**src/rtl/dmem_access_ctrl.sv**
```systemverilog
// dmem_access_ctrl: sequences MEM-stage loads/stores against a variable-latency
// data memory with a level req / pulsed ack handshake, stalling the pipeline
// until the access completes.
//
// Optional feature: define MEMCTL_TIMEOUT_EN to abort an access that sees no ack
// within TIMEOUT_CYCLES ACCESS cycles (sets sticky err_o, returns rdata_o = 0).
//
// Ports:
//   clk_i, rst_i            clock (rising edge), asynchronous active-high reset
//   MemRead_i, MemWrite_i   load/store held in EX_MEM
//   addr_i, wdata_i         byte address and store data from EX_MEM
//   mem_req_o, mem_we_o     memory request (level until ack) and write enable
//   mem_addr_o, mem_wdata_o registered address / store data
//   mem_ack_i, mem_rdata_i  single-cycle completion pulse and read data
//   stall_o, bubble_o       freeze PC..EX_MEM / squash MEM_WB write-back
//   rdata_o                 load data to MEM_WB
//   err_o                   sticky timeout flag (0 when timeout is disabled)
//   stall_cnt_o             saturating count of stalled cycles
module dmem_access_ctrl #(
    parameter int TIMEOUT_CYCLES = 255,
    parameter int CNT_W          = 32
) (
    input  logic             clk_i,
    input  logic             rst_i,
    input  logic             MemRead_i,
    input  logic             MemWrite_i,
    input  logic [31:0]      addr_i,
    input  logic [31:0]      wdata_i,
    output logic             mem_req_o,
    output logic             mem_we_o,
    output logic [31:0]      mem_addr_o,
    output logic [31:0]      mem_wdata_o,
    input  logic             mem_ack_i,
    input  logic [31:0]      mem_rdata_i,
    output logic             stall_o,
    output logic             bubble_o,
    output logic [31:0]      rdata_o,
    output logic             err_o,
    output logic [CNT_W-1:0] stall_cnt_o
);
    typedef enum logic [1:0] {IDLE, ACCESS, DONE} state_t;

    state_t state, state_n;
    logic   start, ack, expire, timeout;

    always_ff @(posedge clk_i or posedge rst_i)
        if (rst_i) state <= IDLE;
        else       state <= state_n;

    always_comb begin
        state_n = state;
        start   = 1'b0;
        ack     = 1'b0;
        expire  = 1'b0;
        stall_o = 1'b0;
        case (state)
            IDLE: begin
                start   = MemRead_i | MemWrite_i;
                // Reset also clears EX_MEM, so never hold the pipeline while in reset.
                stall_o = start & ~rst_i;
                state_n = start ? ACCESS : IDLE;
            end
            ACCESS: begin
                stall_o = 1'b1;
                ack     = mem_ack_i;
                // An ack in the expiry cycle wins over the timeout.
                expire  = timeout & ~mem_ack_i;
                state_n = (ack | expire) ? DONE : ACCESS;
            end
            default: state_n = IDLE;
        endcase
    end

    assign bubble_o = stall_o;

`ifdef MEMCTL_TIMEOUT_EN
    localparam int TW = $clog2(TIMEOUT_CYCLES + 1);
    logic [TW-1:0] wait_cnt;

    // wait_cnt counts completed ACCESS cycles, so the last allowed one sees TIMEOUT_CYCLES-1.
    assign timeout = wait_cnt == TW'(TIMEOUT_CYCLES - 1);

    always_ff @(posedge clk_i or posedge rst_i)
        if (rst_i)                wait_cnt <= '0;
        else if (state != ACCESS) wait_cnt <= '0;
        else if (!mem_ack_i)      wait_cnt <= wait_cnt + 1'b1;

    always_ff @(posedge clk_i or posedge rst_i)
        if (rst_i)       err_o <= 1'b0;
        else if (expire) err_o <= 1'b1;
`else
    assign timeout = 1'b0;
    assign err_o   = 1'b0;
`endif

    always_ff @(posedge clk_i or posedge rst_i)
        if (rst_i) begin
            mem_req_o   <= 1'b0;
            mem_we_o    <= 1'b0;
            mem_addr_o  <= '0;
            mem_wdata_o <= '0;
            rdata_o     <= '0;
            stall_cnt_o <= '0;
        end else begin
            // A simultaneous read+write is issued as a store.
            if (start) begin
                mem_req_o   <= 1'b1;
                mem_we_o    <= MemWrite_i;
                mem_addr_o  <= addr_i;
                mem_wdata_o <= wdata_i;
            end
            if (ack | expire) mem_req_o <= 1'b0;
            if (ack & ~mem_we_o) rdata_o <= mem_rdata_i;
            if (expire) rdata_o <= '0;
            if (stall_o && !(&stall_cnt_o)) stall_cnt_o <= stall_cnt_o + 1'b1;
        end
endmodule

```
**config.mk**
```make
export PLATFORM = sky130hd
export DESIGN_NAME = dmem_access_ctrl
export DESIGN_NICKNAME = d
export VERILOG_FILES = /design/src/rtl/dmem_access_ctrl.sv
export SDC_FILE = /design/constraint.sdc
export NUM_CORES = 1
export LEC_CHECK = 0
export BUFFER_PORTS_ARGS = -buffer_cell sky130_fd_sc_hd__buf_2
export CAP_MARGIN = 0
export CORE_ASPECT_RATIO = 1.5
export CORE_MARGIN = 8
export CORE_UTILIZATION = 30
export DETAILED_ROUTE_END_ITERATION = 8
export GPL_ROUTABILITY_DRIVEN = 0
export PLACE_DENSITY_LB_ADDON = 0.08
export SLEW_MARGIN = 25
export SYNTH_ARGS = -nofsm -noshare
export SYNTH_HDL_FRONTEND = slang
export SYNTH_SLANG_ARGS = --single-unit
```
**constraint.sdc**
```tcl
create_clock -name clk_i -period 7.9 [get_ports clk_i]
set_input_delay 0.79 -clock clk_i [delete_from_list [all_inputs] [get_ports clk_i]]
set_output_delay 0.79 -clock clk_i [all_outputs]
set_load 0.01 [all_outputs]
```
==> results of run 1 <==
[cells by family (layout without fill, tap and decap cells)]
kind of cell / count (synthesis) / after routing / synth area share [%]
buffers and inverters: 21 / 271 / 1.90
AND/OR/NAND/NOR: 78 / 78 / 8.61
flip-flops: 132 / 132 / 62.0
AO/OA/AOI/OAI: 12 / 12 / 2.09
multiplexers: 98 / 98 / 20.7
XOR/XNOR: 27 / 27 / 4.44
other: 1 / 1 / 0.0703
adder cells (fa/ha/maj): 1 / 1 / 0.235
[registers in the layout (all words and copies together), names as in the netlist]
| register | flops |
|---|---|
| state | 2 |
| mem_req_o | 1 |
| mem_wdata_o | 32 |
| mem_addr_o | 32 |
| mem_we_o | 1 |
| rdata_o | 32 |
| stall_cnt_o | 32 |
[where the power goes]
| part | internal (µW) | leakage [µW] | switching, µW |
|---|---|---|---|
| Combinational | 519 | 0.00160 | 505 |
| Clock | 508 | 0.000286 | 307 |
| Sequential | 965 | 0.00159 | 164 |
[worst paths after layout]
path	slack, ns	to
min reg2reg	0.48	mem_req_o
max	5.28	bubble_o
max reg2reg	5.40	stall_cnt_o[1]
min	0.43	mem_addr_o[18]
max in group asynchronous	6.38	rdata_o[27]
min in group clk_i	0.48	mem_req_o
[per-stage QoR]
stage                     std cells  hold slack (ns)  instance area [µm²]  power, µW  worst slack, ns
after floorplan                 370            0.518                 5330       1730             3.58
after global placement          801            0.466                 6710       2180             5.31
after detailed placement        801            0.471                 6710       2200             5.26
after CTS                       833            0.453                 7320       3020             5.26
after global routing            833            0.484                 7330       3150             5.21
final                           833            0.433                 7330       2970             5.28
[Yosys cell counts, types with 3 or more instances]
library cell | number | share of area, %
nand3_1 | 12 | 1.1
mux2_2 | 97 | 20
or4_1 | 3 | 0.42
xor2_1 | 6 | 0.99
nor4_1 | 3 | 0.35
inv_1 | 5 | 0.35
and4_1 | 4 | 0.66
dfrtp_1 | 132 | 62
nand2_1 | 16 | 1.1
nand4_1 | 16 | 1.9
and3_1 | 3 | 0.35
xnor2_1 | 21 | 3.4
clkbuf_1 | 7 | 0.49
nor3_1 | 6 | 0.56
buf_2 | 6 | 0.56
nor2_1 | 4 | 0.28
[per-layer routing]
metal / GRT usage, % / routed length [µm]
met4: 5.15 / 187
met5: 0 / 0
met2: 24.0 / 8010
met3: 5.18 / 1100
met1: 14.3 / 5840
[worst max-delay path, stage by stage]
cell and delay (ns):
buf_2 0.12, o21bai_1 0.30, a21o_2 0.30, inv_1 0.15, buf_2 0.17
[area by class of cell]
class / count / area, µm²
Clock buffer: 18 / 439
Clock inverter: 14 / 176
Fill cell: 1683 / 10100
Inverter: 5 / 23.8
Multi-Input combinational cell: 217 / 1940
Sequential cell: 132 / 3300
Tap cell: 213 / 267
Timing Repair Buffer: 234 / 1180
==> results by group, run 1 <==
GRT
  • First-pass GRT wire length: about 24000 µm
  • Vias in the first global route: between 4000 and 5000
  • GRT overflow: 0
  • Largest net degree at the start of global routing: 80
  • Total Routing Usage GR: a little over an eighth
  • Initial antenna violation count: 0

Worst setup path
  • Setup CP Type: primary input to primary output
  • Critical path arrival: around 1.8 ns
  • Worst Setup End Kind: primary output
  • Req. time, crit path: roughly 7.1 ns
  • Startpoint Class: primary input
  • Critical path fanouts, max: 9
  • Worst setup path start: MemWrite_i
  • R2R cell count: 6
  • Worst r2r src: stall_cnt_o[0]

Route
  • Initial DRC Count: between 150 and 200
  • First-pass DRT Iterations: 4
  • Wire per inst: about 18 µm
  • Vias per inst: about 4.6
  • Antenna-violating nets left: 0
  • Vias: 3850
  • WL final: about 15000 µm
  • # DRC: 0

Pwr
  • P_leak: roughly 0.0035 µW
  • Pwr per Cell Area: 405 nW/µm²
  • Worst VDD drop: approximately 0.00031 V

STA
  • Final critical-path share of the clock period: approximately 33%
  • Final setup violation count: 0
  • Final Slew Violations: 0
  • Fin. Hold Viols: 0
  • Peak Freq: 381 MHz
  • Final worst clock skew: 0.00843 ns
  • Fin crit period: between 2 and 3 ns
  • Slew Limit Headroom: between 30% and 40%
  • Least-Margin Pin Slew: 0.970 ns
  • Unrepaired setup endpoints after global routing: no
  • Setup TNS: 0 ns

Final layout
  • Commonest cells after routing, fill and taps aside: buf_2, dfrtp_1, mux2_2, xnor2_1, clkbuf_16
  • Fraction of layout cells with a size suffix above 1: roughly three fifths
  • Util after Layout: a little over two fifths
  • Commonest non-fill, non-tap cell in the layout: buf_2
  • Final-stage net count: about 710
  • Diodes inserted: 0
  • P&R area growth vs syn: 37.4%

Place
  • HPWL Detailed: roughly 11000 µm
  • PortBufs: approximately 230

CTS
  • Hold-fix buffers at CTS: 0
  • Later-pin clock latency in the skew report: between 0.4 and 0.5 ns
  • Worst-path clk slew: 0.06 ns
  • CTS root buffer: clkbuf_16
  • Postcts setup bufs: 0
  • CTS tree: yes
  • CTS max path bufs: 2
  • Post-CTS sizing: 0
  • TritonCTS Sinks: ~130
  • CTS H-tree lvls: 4
  • CTS buffer count: 17

Die
  • Core ar.: approximately 17000 µm²
  • Die Area: about 22000 µm²
  • Rows: between 50 and 60
  • Starting Density: between 30% and 40%
  • Die Span X: 125 µm
  • Die H: 179 µm
  • Top-level I/O count: 234

Yosys
  • Synth warn: 0
  • Post-Syn Area per Cell: about 14 µm²
  • Seq/Total Area, Yosys: 62.0%
  • Seq cells post-synth: 132
  • Yosys cell types: 42
  • Syn nets: between 400 and 500
  • Ys flop type: dfrtp_1
  • Mapped Area: 5330 µm²
  • Gate Count Post-Synth: 370
  • Fraction of registers with async set or reset after synthesis: 100%
  • Post-synth EDFFs: 0

Run
  • Max cap viols: 0

Status
  • Run status: completed

Min path
  • Min-Delay Path Class: primary input to asynchronous set/reset pin
Note: power is estimated with default switching activity, not from simulation.
==> inputs of run 2 (changes only) <==
--- a/config.mk
+++ b/config.mk
@@ -5,6 +5,7 @@
 export SDC_FILE = /design/constraint.sdc
 export NUM_CORES = 1
 export LEC_CHECK = 0
+export ABC_AREA = 1
 export BUFFER_PORTS_ARGS = -buffer_cell sky130_fd_sc_hd__buf_2
 export CAP_MARGIN = 0
 export CORE_ASPECT_RATIO = 1.5
==> constraint.sdc (replaced) <==
create_clock -name clk_i -period 2.5 [get_ports clk_i]
set_input_delay 0.25 -clock clk_i [delete_from_list [all_inputs] [get_ports clk_i]]
set_output_delay 0.25 -clock clk_i [all_outputs]
set_load 0.01 [all_outputs]
==> run 2 against run 1 <==
Compared with the run above: setup slack got worse by 4.8 ns; synthesized cell count increased by 76%; final cell count increased by 40%; count of clock-buffer cells in the layout increased by 5; non-clock buffer count increased by 9; first-iteration DRC count increased by 6.5%; hold slack got worse by 0.38 ns; wire length increased by 24%; combinational power increased to 3.2 times the previous value; area after synthesis increased by 12%; largest power group unchanged; critical endpoint is now stall_cnt_o[25]; register-to-register slack got worse by 4.9 ns.
==> results by group, run 2 <==
Pwr
  • P_leak: 0.00413 µW (+19%)
  • Pwr per Cell Area: 1160 nW/µm² (+190%)
  • Worst VDD drop: 0.000589 V (+88%)

STA
  • Final critical-path share of the clock period: between 70% and 80%
  • Final Slew Violations: 0 (unchanged)
  • Fin. Hold Viols: 0 (unchanged)
  • Worst setup margin: 0.518 ns (-4.76 ns)
  • Unrepaired setup endpoints after global routing: no
  • Final worst clock skew: 0.00576 ns (-0.00266 ns)
  • Final setup violation count: 0 (unchanged)
  • Worst Hold Margin: 0.0503 ns (-0.383 ns)
  • Peak Freq: roughly 500 MHz
  • Fin crit period: between 1.5 and 2 ns
  • Least-Margin Pin Slew: 0.611 ns (-0.359 ns)
  • Setup TNS: 0 ns (unchanged)
  • Slew Limit Headroom: 59.3% (+24 points)

Yosys
  • Yosys top cell area share: 55.3% (-6.6 points)
  • Seq/Total Area, Yosys: 55.3% (-6.6 points)
  • Post-synth EDFFs: 0 (unchanged)
  • Synth warn: 0 (unchanged)
  • Syn nets: 754 (+60%)
  • Commonest cells in the netlist: nand2_1, dfrtp_1, mux2_2, nor2_1, nand3_1
  • Gate Count Post-Synth: 652 (+76%)
  • Mapped Area: 5970 µm² (+12%)
  • Most frequent cell after synthesis: nand2_1
  • Yosys cell types: 24 (-43%)
  • Fraction of registers with async set or reset after synthesis: 100% (unchanged)
  • Largest cells by area after synthesis: dfrtp_1, nand2_1, mux2_2
  • Ys flop type: dfrtp_1
  • Cell taking the most area after synthesis: dfrtp_1
  • Seq cells post-synth: 132 (unchanged)
  • Post-Syn Area per Cell: 9.15 µm² (-36%)

GRT
  • Met1 usage: 15.0% (+0.68 points)
  • Met2 global-route usage: 27.8% (+3.9 points)
  • GRT overflow: 0 (unchanged)
  • Vias in the first global route: 5629 (+34%)
  • Largest net degree at the start of global routing: 88 (+10%)
  • Met3 Use GR: 5.36% (+0.18 points)
  • Total Routing Usage GR: 15.4% (+1.9 points)
  • Initial antenna violation count: 1 (+1)
  • First-pass GRT wire length: 29700 µm (+26%)
  • GR peak layer: met2

CTS
  • CTS buffer count: 17 (unchanged)
  • CTS root buffer: clkbuf_16
  • TritonCTS Sinks: 132 (unchanged)
  • CTS tree: yes
  • Postcts setup bufs: 0 (unchanged)
  • CTS max path bufs: 2 (unchanged)
  • CTS H-tree lvls: 4 (unchanged)
  • Later-pin clock latency in the skew report: 0.42 ns (about the same)
  • Worst-path clk slew: 0.06 ns (about the same)

Die
  • Die Span X: 131 µm (+5.1%)
  • Top-level I/O count: 234 (unchanged)
  • Die H: 189 µm (+5.3%)
  • Core ar.: 19600 µm² (+13%)
  • Starting Density: 30.4% (-0.19 points)
  • Die Area: 24800 µm² (+11%)
  • Rows: 63 (+6.8%)

Worst setup path
  • Critical path arrival: 2.29 ns (+0.46 ns)
  • Setup CP Type: flip-flop to flip-flop
  • Critical path fanouts, max: 28 (+19)
  • R2R cell count: 10 (+4)
  • Worst Setup End Kind: flip-flop
  • Worst r2r src: stall_cnt_o[0]
  • FF-to-FF End: stall_cnt_o[25]
  • CP Capture Point: stall_cnt_o[25]
  • Worst setup path start: stall_cnt_o[0]
  • Req. time, crit path: 2.81 ns (-4.30 ns)
  • Startpoint Class: flip-flop
  • R2r setup slk: 0.52 ns (-4.88 ns)

Final layout
  • Post-Layout Cell Count: 1164 (+40%)
  • Final-stage net count: 993 (+40%)
  • Commonest non-fill, non-tap cell in the layout: nand2_1
  • Diodes inserted: 0 (unchanged)
  • P&R area growth vs syn: 34.7%
  • Filler cell count: 2046 (+22%)
  • Multi-input logic area: 2410 µm² (+24%)
  • Commonest cells after routing, fill and taps aside: nand2_1, buf_2, dfrtp_1, mux2_2, nor2_1
  • Fraction of layout cells with a size suffix above 1: 38.5% (-22 points)
  • Register area: 3300 µm² (unchanged)

Route
  • Initial DRC Count: 179 (+6.5%)
  • # DRC: 0 (unchanged)
  • Wire per inst: 16.1 µm (-11%)
  • Antenna-violating nets left: 0 (unchanged)
  • WL final: 18700 µm (+24%)
  • Vias: 5099 (+32%)
  • First-pass DRT Iterations: 4 (unchanged)
  • Vias per inst: 4.38 (-5.2%)

Place
  • PortBufs: 232 (unchanged)
  • Inst Count DP: 1131 (+41%)
  • Place WS: 0.515 ns (-4.75 ns)
  • HPWL Detailed: 14500 µm (+26%)

Run
  • Max cap viols: 0 (unchanged)

Min path
  • Min-Delay Path Class: primary input to flip-flop

Status
  • Run status: completed
run 2: cell types whose count changed after synthesis, moves of 4 or more:
cell     before  now
nor2_1        4   57
xnor2_1      21    5
o21ai_0       2    8
nand3_1      12   49
and4_1        4    0
nand2_1      16  261
mux2_2       97   64
nand4_1      16    2
buf_2         6   10
nor3_1        6    0
inv_1         5   31
run 2: through the flow:
step / util [%] / area [µm²] / power [µW]
finish: 41.0 / 8040 / 9310
CTS: 41.0 / 8040 / 9500
global route: 41.0 / 8040 / 9940
global placement: 37.8 / 7420 / 6790
floorplan: - / 5970 / 5440
detailed placement: 37.8 / 7420 / 6860
run 2: metal layers:
layer  share of wire (%)  wire, µm  up-vias
met2                  54     10200      152
met1                  36      6650     2378
li1                    -         -     2532
met3                 6.3      1180       35
met5               0.069        13        -
met4                 3.6       668        2
run 2: worst min path at each step:
stage	startpoint	to	slack [ns]	depth (start not counted)
after global routing	wdata_i[10]	mem_wdata_o[10]	0.03	2
after floorplan	mem_ack_i	state[0]	0.36	1
after CTS	mem_ack_i	state[0]	0.02	2
after global placement	rst_i	mem_we_o	0.26	2
after detailed placement	rst_i	rdata_o[11]	0.27	2
final	mem_ack_i	state[0]	0.05	2
run 2: layout make-up:
class	instances	share of cell area, %
inverter	33	1.62
timing repair buffer	243	15.7
tap	260	4.05
multi-input combinational	464	30.0
clock inverter	9	1.56
clock buffer	23	6.07
sequential	132	41.1
run 2: logic make-up (layout without fill, tap and decap cells):
family | after synthesis | after routing | synth area share [%]
other | 1 | 1 | 0.0628
flip-flops | 132 | 132 | 55.3
multiplexers | 64 | 64 | 12.1
AND/OR/NAND/NOR | 376 | 376 | 25.3
AO/OA/AOI/OAI | 9 | 9 | 0.755
buffers and inverters | 56 | 308 | 4.34
adder cells (fa/ha/maj) | 1 | 1 | 0.210
XOR/XNOR | 13 | 13 | 1.91
run 2: report_power, final:
part	total, µW	switching [µW]	internal (µW)
Clock	2580	915	1670
Sequential	3450	462	2990
Combinational	3280	1830	1450
run 2: repair_timing:
action / 4_1_cts / 5_1_grt
resized for setup: 0 / 0
hold buffers: 1 / 0
endpoints found under the hold margin: 13 / 0
run 2: worst max-delay path, cell delays in order, from the launching register on:
cell and delay (ns):
dfrtp_1 0.44, ha_1 0.29, inv_2 0.08, nor2_4 0.16
nand2_2 0.11, nor2_4 0.13, nand2_2 0.07, nand2_4 0.21
inv_4 0.19, nand2_1 0.12, nand2_1 0.05
